<file path="src/rtl/vrased_reset_ctrl_if.sv">
// Bundle of violation inputs, CPU feedback and the software-visible
// violation record exchanged with the VRASED reset sequencer.
interface vrased_reset_ctrl_if #(
  parameter int unsigned CNT_W = 8
);
  logic [5:0]       viol;
  logic [15:0]      pc;
  logic             cause_clr;
  logic             cpu_rst;
  logic [5:0]       cause;
  logic [CNT_W-1:0] viol_cnt;
  logic             retry;
  logic             busy;

  // Monitor / CPU side: raises violations, reports pc, reads the record
  modport master (
    output viol, pc, cause_clr,
    input  cpu_rst, cause, viol_cnt, retry, busy
  );

  // Sequencer side
  modport slave (
    input  viol, pc, cause_clr,
    output cpu_rst, cause, viol_cnt, retry, busy
  );
endinterface

</file>
<file path="src/rtl/vrased_reset_ctrl.sv">
// VRASED reset sequencer: stretches any violation into a CPU reset, checks
// that execution restarts at the reset handler, and records what fired.
module vrased_reset_ctrl #(
  parameter int unsigned HOLD_CYCLES   = 4,
  parameter int unsigned WAIT_MAX      = 16,
  parameter logic [15:0] RESET_HANDLER = 16'h0000,
  parameter int unsigned CNT_W         = 8
) (
  input logic               clk,
  input logic               rst,
  vrased_reset_ctrl_if.slave bus
);

  typedef enum logic [1:0] {IDLE, HOLD, WAIT_PC} state_t;

  localparam logic [7:0] HOLD_LOAD = 8'(HOLD_CYCLES - 1);
  localparam logic [7:0] WAIT_LOAD = 8'(WAIT_MAX - 1);

  state_t           state;
  logic [7:0]       hold_cnt;
  logic [7:0]       wait_cnt;
  logic [5:0]       cause_q;
  logic [CNT_W-1:0] cnt_q;
  logic             retry_q;

  logic             any_viol;
  logic [CNT_W-1:0] cnt_inc;

  // Event detection and saturating increment value
  always_comb begin
    any_viol = |bus.viol;
    cnt_inc  = (&cnt_q) ? cnt_q : cnt_q + CNT_W'(1);
  end

  // Sequencer FSM with violation record
  always_ff @(posedge clk or posedge rst) begin
    if (rst) begin
      state    <= IDLE;
      hold_cnt <= '0;
      wait_cnt <= '0;
      cause_q  <= '0;
      cnt_q    <= '0;
      retry_q  <= 1'b0;
    end else begin
      case (state)
        IDLE: begin
          if (any_viol) begin
            state    <= HOLD;
            hold_cnt <= HOLD_LOAD;
            // A clear in the same cycle drops the old bits; the new event wins
            cause_q  <= bus.cause_clr ? bus.viol : (cause_q | bus.viol);
            cnt_q    <= cnt_inc;
          end else if (bus.cause_clr) begin
            cause_q <= '0;
            retry_q <= 1'b0;
          end
        end
        HOLD: begin
          if (any_viol) begin
            cause_q  <= cause_q | bus.viol;
            hold_cnt <= HOLD_LOAD;
          end else if (hold_cnt == '0) begin
            state    <= WAIT_PC;
            wait_cnt <= WAIT_LOAD;
          end else begin
            hold_cnt <= hold_cnt - 8'd1;
          end
        end
        WAIT_PC: begin
          if (any_viol) begin
            state    <= HOLD;
            hold_cnt <= HOLD_LOAD;
            cause_q  <= cause_q | bus.viol;
            cnt_q    <= cnt_inc;
          end else if (bus.pc == RESET_HANDLER) begin
            state <= IDLE;
          end else if (wait_cnt == '0) begin
            state    <= HOLD;
            hold_cnt <= HOLD_LOAD;
            retry_q  <= 1'b1;
          end else begin
            wait_cnt <= wait_cnt - 8'd1;
          end
        end
        default: state <= IDLE;
      endcase
    end
  end

  // The violation term asserts reset in the very cycle it is raised
  assign bus.cpu_rst  = rst | (state == HOLD) | any_viol;
  assign bus.busy     = (state != IDLE);
  assign bus.cause    = cause_q;
  assign bus.viol_cnt = cnt_q;
  assign bus.retry    = retry_q;

endmodule

</file>
<file path="src/flat_wrapper.sv">
// flat-port wrapper written by rule: the top's interface ports become plain ports
module vrased_reset_ctrl_flat 
#(
  parameter int unsigned HOLD_CYCLES   = 4,
  parameter int unsigned WAIT_MAX      = 16,
  parameter logic [15:0] RESET_HANDLER = 16'h0000,
  parameter int unsigned CNT_W         = 8
)
  (clk, rst, bus_viol, bus_pc, bus_cause_clr, bus_cpu_rst, bus_cause, bus_viol_cnt, bus_retry, bus_busy);
  vrased_reset_ctrl_if #(.CNT_W(CNT_W)) bus_i ();
  input logic clk;
  input logic rst;
  input wire logic [$bits(bus_i.viol)-1:0] bus_viol;
  input wire logic [$bits(bus_i.pc)-1:0] bus_pc;
  input wire logic [$bits(bus_i.cause_clr)-1:0] bus_cause_clr;
  output wire logic [$bits(bus_i.cpu_rst)-1:0] bus_cpu_rst;
  output wire logic [$bits(bus_i.cause)-1:0] bus_cause;
  output wire logic [$bits(bus_i.viol_cnt)-1:0] bus_viol_cnt;
  output wire logic [$bits(bus_i.retry)-1:0] bus_retry;
  output wire logic [$bits(bus_i.busy)-1:0] bus_busy;
  assign bus_i.viol = bus_viol;
  assign bus_i.pc = bus_pc;
  assign bus_i.cause_clr = bus_cause_clr;
  assign bus_cpu_rst = bus_i.cpu_rst;
  assign bus_cause = bus_i.cause;
  assign bus_viol_cnt = bus_i.viol_cnt;
  assign bus_retry = bus_i.retry;
  assign bus_busy = bus_i.busy;
  vrased_reset_ctrl #(.HOLD_CYCLES(HOLD_CYCLES), .WAIT_MAX(WAIT_MAX), .RESET_HANDLER(RESET_HANDLER), .CNT_W(CNT_W)) u_core (.clk(clk), .rst(rst), .bus(bus_i));
endmodule
</file>
<file path="config.mk">
export PLATFORM = sky130hd
export DESIGN_NAME = vrased_reset_ctrl_flat
export DESIGN_NICKNAME = d
export VERILOG_FILES = /design/src/rtl/vrased_reset_ctrl_if.sv /design/src/rtl/vrased_reset_ctrl.sv /design/src/flat_wrapper.sv
export SDC_FILE = /design/constraint.sdc
export NUM_CORES = 1
export LEC_CHECK = 0
export CAP_MARGIN = 20
export CORE_MARGIN = 2
export CORE_UTILIZATION = 51
export DETAILED_ROUTE_END_ITERATION = 10
export MAX_ROUTING_LAYER = met4
export PLACE_DENSITY = 0.85
export SETUP_SLACK_MARGIN = 0.3
export SLEW_MARGIN = 5
export SYNTH_ARGS = -nofsm -noshare
export SYNTH_HDL_FRONTEND = slang
export SYNTH_SLANG_ARGS = --single-unit
</file>
<file path="constraint.sdc">
create_clock -name clk -period 3.17 [get_ports clk]
set_clock_uncertainty 0.05 [all_clocks]
set_input_delay 0.4755 -clock clk [delete_from_list [all_inputs] [get_ports clk]]
set_output_delay 0.4755 -clock clk [all_outputs]
set_load 0.005 [all_outputs]
</file>
==> results.toml <==
[setup_path]
crit_arrival_ns = 2.21
cp_max_fo = 5
r2r_slack_ns = 0.53
r2r-start = "u_core.state[0]"
endpoint = "bus_cpu_rst"
crit_path_end_kind = "output port"
startpoint_type = "primary input"
reg2regPathDepth = 7
cp-startpoint = "bus_viol[1]"
r2r_end = "u_core.wait_cnt[6]"
path_class = "in -> out"
required_ns = 2.64

[yosys]
synth_seq_cells = 33
ys_seq_area_share_pct = 42.4
syn_inst = 204
syn_nets = 238
yosys_most_used_dff = "dfrtp_1"
synth_warnings = 0
yosys-top-cells-area = "dfrtp_1, ha_1, a21oi_1"
netlist.area_leader.share_pct = 42.4
synth_edf_count = 0
syn_area_per_cell_sq_um = 9.56
async_reset_ff_share_pct = 100
netlist.top_cell.by_area = "dfrtp_1"
synth_area_sq_um = 1950
synth_cell_types = 54

[drt]
drc = 0
drtAntennaViolNets = 0
wl_mm = 4.49
drt_first_pass_iters = 4
detail_route.wl_per_cell_microns = 15.1
drtIter0Drc = 150
vias = 1778
via_per_inst = 5.99

[timing]
fin_crit_sh_pct = 86.4
clock.fmax_mhz = 365
slew_headroom_pct = 50.9
tightest_slew_ns = 0.731
finalCriticalPeriod_ns = 2.74
hold_viol_final = 0
tns_ns = 0
slew_viol_final = 0
rsz0062_at_grt = "false"
finalSetupViolations = 0

[power]
switching_power_uw = 411
cellLeakagePower_nw = 1.06
pwr-share-comb_pct = 33.6
clockPowerShare_pct = 23.9
internal-power_uw = 917
p_seq_share_pct = 42.5
ir_drop_mv = 0.436
switching_share_pct = 30.9
power_density_nw_per_um2 = 530

[layout]
post-route-util_pct = 68.4
drive_gt1_share_pct = 7.63
final_cell_mix = "clkdlybuf4s50_1, dfrtp_1, a21oi_1"
regArea_sq_um = 826
layout_commonest_cell = "clkdlybuf4s50_1"
fill_cells = 288
area_growth_pct = 28.4
multiInputGateArea_sq_um = 1050
nets = 283
diodes = 0

[cts]
clkSinkCount = 33
clk_latency_ns = 0.28
post_cts_resized = 0
cts-root-buf = "clkbuf_8"
cts_setup_buffers = 0
clockBufferDepth = 2
cts_buffers = 5
tritoncts = "built"
cts_max_level = 2
path_clk_slew_ns = 0.06
hold_buffers = 0

[floorplan]
start_util_pct = 53.2
io_pins = 42
dieArea_sq_um = 4330
coreArea_sq_um = 3660
row_count = 22
die_h_microns = 65.8
die_x_microns = 65.8

[place]
hpwl_mm = 3.30
portBuffers = 41
place_congestion = 0.897

[grt]
grt_pass1_vias = 1671
grt_max_degree = 34
grt_overflow_total = 0
grt_usage_pct = 23.0
antenna_found_initial = 0
grt_pass1_wl_mm = 7.48

[job]
maxCapViolations = 0

[hold_path]
min_path_type = "reg -> reg"

[status]
status = "completed"
[state kept, by name, summed over array words and instances, names as in the netlist]
name,flops
u_core.bus.cause,6
u_core.bus.retry,1
u_core.wait_cnt,8
u_core.state,2
u_core.hold_cnt,8
u_core.bus.viol_cnt,8
[worst min-delay path by stage]
stage | depth (start not counted) | startpoint | end
after global placement | 1 | u_core.bus.viol_cnt[4] | u_core.bus.viol_cnt[4]
after floorplan | 1 | u_core.wait_cnt[7] | u_core.wait_cnt[7]
final | 1 | u_core.wait_cnt[5] | u_core.wait_cnt[5]
after CTS | 1 | u_core.wait_cnt[5] | u_core.wait_cnt[5]
after global routing | 1 | u_core.wait_cnt[5] | u_core.wait_cnt[5]
after detailed placement | 1 | u_core.wait_cnt[5] | u_core.wait_cnt[5]
[stage by stage]
stage          cell area [sq um]  total power [mW]  hold slack, ns  instances  setup slack (ns)
4_1_cts                     2500              1.34           0.439        297             0.414
3_3_place_gp                2410              1.01           0.430        290             0.446
5_1_grt                     2500              1.41           0.462        297             0.386
6_report                    2500              1.33           0.441        297             0.432
2_1_floorplan               1950             0.793           0.392        204             0.791
3_5_place_dp                2410              1.01           0.431        290             0.403
[power by group through the flow]
stage / combinational, mW / clock (mW) / sequential, mW
final: 0.446 / 0.317 / 0.565
after global routing: 0.489 / 0.346 / 0.576
after CTS: 0.447 / 0.327 / 0.564
after detailed placement: 0.446 / 0 / 0.568
after global placement: 0.438 / 0 / 0.568
after floorplan: 0.227 / 0 / 0.565
[cells in the mapped netlist, drive strengths merged (6+ instances only)]
| master | instances |
|---|---|
| a21oi | 15 |
| dfrtp | 33 |
| inv | 13 |
| xnor2 | 6 |
| nor2 | 13 |
| nand2 | 13 |
| nor3 | 8 |
| a31oi | 8 |
| nor4 | 9 |
| ha | 9 |
| o21ai | 11 |
[final cells by class]
cell class / count / area share, %
inverter: 13 / 1.95
clock buffer: 7 / 3.45
tap: 48 / 2.40
sequential: 33 / 33.0
multi-input combinational: 152 / 41.9
timing repair buffer: 44 / 17.3
[routing by layer]
metal	GRT usage, %	part of all wire, %
met1	29.1	44
met2	36.9	48
met3	6.13	7.1
met4	6.25	1.0
met5	-	0
[cell families (layout without fill, tap and decap cells)]
logic type	count (synthesis)	after routing	share of synthesized area [%]
buffers and inverters	19	64	3.92
AO/OA/AOI/OAI	60	60	20.9
multiplexers	3	3	1.67
adder cells (fa/ha/maj)	9	9	5.78
AND/OR/NAND/NOR	73	73	22.2
XOR/XNOR	7	7	3.15
flip-flops	33	33	42.4
[worst max-delay path, stage by stage]
cell and delay [ns]:
clkdlybuf4s50_1 0.47, nor4_4 0.35, and2_0 0.34, nand3_1 0.12
clkdlybuf4s50_1 0.46
(Power assumes the default switching activity.)
